--- src/rtl/scroll_pkg.sv ---
`default_nettype none
// ============================================================================
//  Module      : scroll_pkg
//  Description : Shared types, default sizes and the terminal-count helper
//                for the scroll position sequencer.
//  Revision    : 1.0  initial release
// ============================================================================
package scroll_pkg;

  // Sequencer run state: paused (manual stepping) or auto-scrolling
  typedef enum logic [0:0] {
    PAUSED  = 1'b0,
    RUNNING = 1'b1
  } state_t;

  localparam int DEF_CNT_W = 24;
  localparam int DEF_SEL_W = 3;
  localparam int DEF_LAST  = 7;

  // Terminal count for a given prescaler width and speed: 2^(cnt_w-speed)-1.
  // Returned at 32 bits so the caller can compare without truncation.
  function automatic logic [31:0] tc_calc(input int cnt_w, input logic [1:0] speed);
    tc_calc = (32'd1 << (cnt_w - int'(speed))) - 32'd1;
  endfunction

endpackage
`default_nettype wire

--- src/rtl/bit_sync.sv ---
`default_nettype none
// ============================================================================
//  Module      : bit_sync
//  Description : Two-flop synchronizer for a single asynchronous level, with
//                a selectable reset value.
//  Revision    : 1.0  initial release
// ============================================================================
module bit_sync #(
  parameter logic RST_VAL = 1'b0
) (
  input  logic clk,
  input  logic rst,
  input  logic i_d,
  output logic o_q
);

  logic meta_q, meta_d;
  logic sync_q, sync_d;

  // Next values simply shift the input down the chain
  always_comb begin
    meta_d = i_d;
    sync_d = meta_q;
  end

  // Both stages clear to the reset value immediately on reset
  always_ff @(posedge clk or posedge rst) begin
    if (rst) begin
      meta_q <= RST_VAL;
      sync_q <= RST_VAL;
    end else begin
      meta_q <= meta_d;
      sync_q <= sync_d;
    end
  end

  assign o_q = sync_q;

endmodule
`default_nettype wire

--- src/rtl/scroll_sequencer.sv ---
`default_nettype none
// ============================================================================
//  Module      : scroll_sequencer
//  Description : Position generator for the eight-digit rotating display.
//                Prescaled auto-scroll with run/pause, direction and a
//                single-step pushbutton active only while paused.
//  Revision    : 1.0  initial release
// ============================================================================
module scroll_sequencer
  import scroll_pkg::*;
#(
  parameter int CNT_W = DEF_CNT_W,
  parameter int SEL_W = DEF_SEL_W,
  parameter int LAST  = DEF_LAST
) (
  input  logic             CLK,
  input  logic             CLR,
  input  logic             RUN,
  input  logic             DIR,
  input  logic [1:0]       SPEED,
  input  logic             KEY_N,
  output logic [SEL_W-1:0] SEL,
  output logic             TICK,
  output logic             WRAP
);

  localparam logic [SEL_W-1:0] C_LAST = SEL_W'(LAST);
  localparam logic [SEL_W-1:0] C_ZERO = '0;

  logic run_s, dir_s, key_s;

  bit_sync #(.RST_VAL(1'b0)) u_sync_run (.clk(CLK), .rst(CLR), .i_d(RUN),   .o_q(run_s));
  bit_sync #(.RST_VAL(1'b0)) u_sync_dir (.clk(CLK), .rst(CLR), .i_d(DIR),   .o_q(dir_s));
  bit_sync #(.RST_VAL(1'b1)) u_sync_key (.clk(CLK), .rst(CLR), .i_d(KEY_N), .o_q(key_s));

  state_t             state_q, state_d;
  logic [CNT_W-1:0]   cnt_q, cnt_d;
  logic [SEL_W-1:0]   sel_q, sel_d;
  logic               tick_q, tick_d;
  logic               wrap_q, wrap_d;
  logic               key_prev_q, key_prev_d;

  logic [31:0]        w_tc;
  logic               w_tc_hit;
  logic               w_key_fall;
  logic               w_step;

  // Next-state logic: step source depends on the current state, so a
  // terminal count in the cycle RUN drops still produces its step.
  always_comb begin
    w_tc       = tc_calc(CNT_W, SPEED);
    // >= lets a speed increase with the count already past the new TC fire next cycle
    w_tc_hit   = (32'(cnt_q) >= w_tc);
    w_key_fall = key_prev_q & ~key_s;
    key_prev_d = key_s;

    state_d = run_s ? RUNNING : PAUSED;

    if (state_q == RUNNING) begin
      w_step = w_tc_hit;
      cnt_d  = w_tc_hit ? '0 : cnt_q + CNT_W'(1);
    end else begin
      w_step = w_key_fall;
      cnt_d  = '0;
    end

    sel_d  = sel_q;
    tick_d = 1'b0;
    wrap_d = 1'b0;
    if (w_step) begin
      tick_d = 1'b1;
      if (!dir_s) begin
        if (sel_q == C_LAST) begin
          sel_d  = C_ZERO;
          wrap_d = 1'b1;
        end else begin
          sel_d  = sel_q + SEL_W'(1);
        end
      end else begin
        if (sel_q == C_ZERO) begin
          sel_d  = C_LAST;
          wrap_d = 1'b1;
        end else begin
          sel_d  = sel_q - SEL_W'(1);
        end
      end
    end
  end

  // State, prescaler, edge-detect copy and registered outputs
  always_ff @(posedge CLK or posedge CLR) begin
    if (CLR) begin
      state_q    <= PAUSED;
      cnt_q      <= '0;
      sel_q      <= '0;
      tick_q     <= 1'b0;
      wrap_q     <= 1'b0;
      key_prev_q <= 1'b1;
    end else begin
      state_q    <= state_d;
      cnt_q      <= cnt_d;
      sel_q      <= sel_d;
      tick_q     <= tick_d;
      wrap_q     <= wrap_d;
      key_prev_q <= key_prev_d;
    end
  end

  assign SEL  = sel_q;
  assign TICK = tick_q;
  assign WRAP = wrap_q;

endmodule
`default_nettype wire

--- config.mk ---
export PLATFORM = sky130hd
export DESIGN_NAME = scroll_sequencer
export DESIGN_NICKNAME = d
export VERILOG_FILES = /design/src/rtl/scroll_pkg.sv /design/src/rtl/bit_sync.sv /design/src/rtl/scroll_sequencer.sv
export SDC_FILE = /design/constraint.sdc
export NUM_CORES = 1
export LEC_CHECK = 0
export CAP_MARGIN = 5
export CORE_ASPECT_RATIO = 1.5
export CORE_UTILIZATION = 43
export CTS_BUF_LIST = sky130_fd_sc_hd__clkbuf_16
export DETAILED_ROUTE_END_ITERATION = 8
export PLACE_DENSITY = 0.66
export SLEW_MARGIN = 10
export SYNTH_ARGS = -nofsm -noshare
export SYNTH_HDL_FRONTEND = slang
export SYNTH_SLANG_ARGS = --single-unit
--- constraint.sdc ---
create_clock -name CLK -period 4.79 [get_ports CLK]
set_clock_uncertainty 0.15 [all_clocks]
set_input_delay 0.479 -clock CLK [delete_from_list [all_inputs] [get_ports CLK]]
set_output_delay 0.479 -clock CLK [all_outputs]
set_load 0.01 [all_outputs]
# == Word level (Yosys, flattened, before mapping) ==
# Cells that the tools add are included.
# classes
add_sub_neg,5
n_mul,0
div,0
n_lt_le_gt_ge,1
n_eq_ne,1
shifts,1
mux,12
n_bitwise,2
n_reduce_logical,1
# op_table
operator,count
24-bit two-way mux,2
24-bit by 32-bit >= comparator with 1-bit output,1
"1-bit by 32-bit << shifter with 32-bit output, first input constant",1
"32-bit by 1-bit subtractor with 32-bit output, second input constant",1
"24-bit by 1-bit adder with 24-bit output, second input constant",1
3-bit two-way mux,3
1-bit two-way mux,7
"5-bit by 2-bit subtractor with 6-bit output, first input constant",1
"3-bit by 1-bit adder with 3-bit output, second input constant",1
"3-bit == test, second input constant",1
3-bit logical NOT,1
"3-bit by 1-bit subtractor with 3-bit output, second input constant",1
1-bit AND,1
1-bit NOT,1
# totals
register_bits,37
latchBits,0
ramBits,0
romBits,0
inputBits,7
output_inout_bits,5
wordCells,35
n_memories,0

# == Logic depth before layout (Yosys ltp) ==
# depth
word_depth,6
ltp_mapped,9
depth_no_buf,8

# == By module ==
# From an unflattened synthesis, not the netlist that was laid out.
# hier_totals
hier_cells,195
area_unflattened_um2,1951.9
# by_module_without_submodules
mod,instances,cells_each,area_per_inst_um2,seq_area_each_um2
scroll_sequencer,1,186,1788.0,777.0
bit_sync (u_sync_dir ...),2,3,53.8,50.0
bit_sync (u_sync_key),1,3,56.3,52.6

# == Worst setup path after synthesis ==
# Ideal clock, no wire load.
# synth_timing
path_type,input to register
startpoint,input SPEED[0]
endpoint,register sel_q[0] (netlist: SEL[0])
setup_time_ns,0.125
t_arrival_ns,2.155
t_required_ns,4.515
setup_slack_ns,2.360
path_stages,6
n_path_buf,0
cell_sequence,or2_2 > ha_1 > nand4_1 > or4_4 > nand3_2 > mux2_4
# synth_via
elab_chain_len,5
# synth_lines
element,line_no,source
"start, declared",scroll_sequencer.sv:20,"input logic [1:0] SPEED,"
5-bit by 2-bit subtractor with 6-bit output,scroll_pkg.sv:23,tc_calc = (32'd1 << (cnt_w - int'(speed))) - 32'd1;
1-bit by 32-bit << shifter with 32-bit output,scroll_pkg.sv:23,
32-bit by 1-bit subtractor with 32-bit output,scroll_pkg.sv:23,
24-bit by 32-bit >= comparator with 1-bit output,scroll_sequencer.sv:53,w_tc_hit = (32'(cnt_q) >= w_tc);
1-bit two-way mux,scroll_sequencer.sv:59,if (state_q == RUNNING) begin
"end signal, assigned",scroll_sequencer.sv:102,sel_q <= sel_d;
"end, declared",scroll_sequencer.sv:38,"logic [SEL_W-1:0] sel_q, sel_d;"
# Every way passes these cells.
# A chain may end at the register's enable or synchronous reset.

# == Worst setup path in the final report ==
# layout_timing
startpoint,input SPEED[1]
endpoint,register sel_q[0] (netlist: SEL[0])
# Same word-level chain as after synthesis.

==> metrics.md <==
| Metric | Value |
|---|---|
| Layout Area Growth over Synthesis | 17.9% |
| CTS Sinks | 37 |
| Int Pwr | about 0.7 mW |
| Worst Tran Pin Value | 0.996 ns |
| Largest cells by area after synthesis | dfrtp_1, ha_1, xor2_1 |
| Crit share post-route | 61.4% |
| Cell taking the most area after synthesis | dfrtp_1 |
| Final setup vio count | 0 |
| Final Hold Viols | 0 |
| Total congestion overflow | 0 |
| Mapped cell area | approximately 1900 um2 |
| Die Span Y | 84.3 um |
| Antenna violations before repair | 0 |
| Async SR Flop Fraction | 100% |
| Vias | 1364 |
| Status | finished, violations left |
| Net switching power | about 0.22 mW |
| Post-Route WL | 3420 um |
| CP Launch Point | SPEED[1] |
| Register with the most flip-flops | cnt_q |
| Max-cap violation count | 0 |
| Fmax | approximately 0.34 GHz |
| Sum of negative setup slack | 0 ns |
| Distinct cells, synth | 39 |
| Core box area | 4280 um2 |
| Pin count of the biggest net entering global routing | 38 |
| Htree depth | 2 |
| Fin util | a little over half |
| CP arrival | 2.95 ns |
| Hold Crit Class | reg2reg |
| Final Max Slew Viols | 0 |
| Post-CTS setup buffers | 0 |
| Placement Rows | 29 |
| Synth Area per Inst | roughly 10 um2 |
| CP peak stage delay | 0.58 ns |
| Crit path cell chain | clkdlybuf4s50_1 > or2_2 > ha_1 > nand4_1 > or4_4 > nand3_2 > mux2_4 |
| Detail-routed via count per cell | 5.35 |
| Seq cells post-synth | 37 |
| Drt drc | 6 |
| Violated checks | design-rule violations |
| Headroom to the max-slew limit | 33.0% |
| Placement Setup Slack | 1.54 ns |
| Die span in x | 56.9 um |
| Clock transition at path regs | 0.06 ns |
| Peak VDD IR | 0.279 mV |
| CP Launch Type | input pin |
| Slowest CP cell | or4_4 |
| Final worst slack | 1.85 ns |
| Minimum clock period | 2.94 ns |
| Routed len/inst | 13.4 um |
| Resize count post-CTS | 0 |
| Fin nets | 227 |
| LEAKAGE | 1.03 nW |
| GRT Overall Usage | 16.6% |
| Clock latency on the worst-skew pair | 0.28 ns |
| Final GP Congestion | 0.807 |
| Clock Tree Buf Depth | 2 |
| Combinational power share | 15.8% |
| Switching part of the total | 23.4% |
| Cts bufs inserted | 5 |
| Initial DRC count | between 40 and 50 |
| Ys flop type | dfrtp_1 |
| Vias in the first global route | 1382 |
| Sequential cell fraction of total power | 38.1% |
| DRT Pass-1 Iters | 6 |
| Synthesized netlist cell count | 192 |
| CP max FO | 25 |
| Port Buffers | 11 |
| Layout cells sized above 1 | about a tenth |
| Worst flop-to-flop path startpoint | cnt_q[0] |
| Full die area | approximately 4800 um2 |
| Share of the synthesized area in the top cell type | 43.8% |
| Hold buffers post-CTS | 0 |
| Min-delay src | u_sync_dir.meta_q |
| Power Density | 403 nW/um2 |
| Unrepaired setup endpoints after global routing | false |
| YS warnings | 0 |
| Post-DRT Antenna Nets | 0 |
| Starting density of the core | 45.3% |
| CP Capture Type | flip-flop |
| Kind of critical path | in2reg |
| Diode count | 0 |
| Num ports | 12 |
| Number of flip-flops in the largest register | 24 |
| CTS root buf | clkbuf_16 |
| Post-DP HPWL | 2430 um |
| Worst path required time | 4.80 ns |
| CTS tree | done |
| First-pass GRT wire length | 6170 um |
| Register area share after synthesis | 47.9% |
| Clk pwr share | a little under half |
| Post-synth EDFFs | 0 |
==> Yosys cell counts, types with 3 or more instances <==
cell      number
ha_1          12
dfrtp_1       34
dfstp_2        3
a211oi_1       3
inv_1          5
nand2_1       11
nand2b_1       3
nor3_1         4
xor2_1        15
a21oi_1        3
xnor2_1        7
o21ai_0        3
nor2_1        32
and3_1         6
nand4_1        4
nor4_1         3
nand3_1       15
==> cells by family after synthesis <==
kind of cell | share of synthesized area, %
and+or+nand+nor | 24.8
DFF | 47.9
xor gates and xnor gates | 9.93
AOI/OAI and AO/OA | 5.61
adders and majority gates | 7.74
buffers and inverters | 2.32
other | 0.387
muxes | 1.29
==> final cells by class <==
cell class                 instances  area, um2
multi-input combinational        147        970
sequential                        37        930
timing repair buffer              12        118
fill                             383       1990
inverter                           5       18.8
clock inverter                     3       68.8
tap                               46       57.6
clock buffer                       5        125
==> through the flow <==
stage | cell area [um2] | instances | hold slack (ns) | total power, mW
floorplan | 1940 | 193 | 0.181 | 0.451
global route | 2290 | 255 | 0.208 | 0.965
detailed placement | 2090 | 247 | 0.186 | 0.503
CTS | 2290 | 255 | 0.199 | 0.932
global placement | 2090 | 247 | 0.183 | 0.501
finish | 2290 | 255 | 0.195 | 0.922
==> power groups by stage <==
stage / Sequential [mW] / Clock [mW] / Combinational (mW)
2_1_floorplan: 0.359 / 0 / 0.0920
3_3_place_gp: 0.357 / 0 / 0.144
3_5_place_dp: 0.357 / 0 / 0.146
4_1_cts: 0.352 / 0.434 / 0.146
5_1_grt: 0.355 / 0.449 / 0.162
6_report: 0.352 / 0.425 / 0.145
==> layout by cell type (no fill, tap or decap), types with 3 or more instances in the layout <==
cell | netlist | final
a211oi_1 | 3 | 3
o21ai_0 | 3 | 3
xnor2_1 | 7 | 7
nand3_1 | 15 | 15
clkbuf_16 | 0 | 5
nor3_1 | 4 | 4
conb_1 | 2 | 3
xor2_1 | 15 | 15
a21oi_1 | 3 | 3
clkdlybuf4s50_1 | 0 | 11
dfrtp_1 | 34 | 34
and3_1 | 6 | 6
nand4_1 | 4 | 4
dfstp_2 | 3 | 3
nand2_1 | 11 | 11
nor4_1 | 3 | 3
nand2b_1 | 3 | 3
inv_1 | 5 | 5
ha_1 | 12 | 12
nor2_1 | 32 | 32
==> path summary, 6_finish.rpt <==
path	end	slack, ns	cells past startpoint
worst max-delay path	SEL[0]	1.85	7
worst min-delay path	u_sync_dir.o_q	0.20	0
worst max register to register	SEL[0]	2.23	6
worst min register to register	u_sync_dir.o_q	0.20	0
max in group asynchronous	u_sync_key.o_q	3.69	3
min in group asynchronous	u_sync_run.meta_q	0.45	3
==> layer usage <==
layer	wire, um	vias to the layer above	GRT usage (%)
met4	59	0	7.76
met1	1470	637	19.1
li1	-	695	-
met3	103	6	4.16
met2	1790	26	28.6
met5	0	-	0
==> critical path, delay by kind of cell <==
family                     cells  cell delay [ns]
and+or+nand+nor                4             1.42
buffers and inverters          1             0.43
muxes                          1             0.34
adders and majority gates      1             0.29
Power figures use the tool's default switching activity.
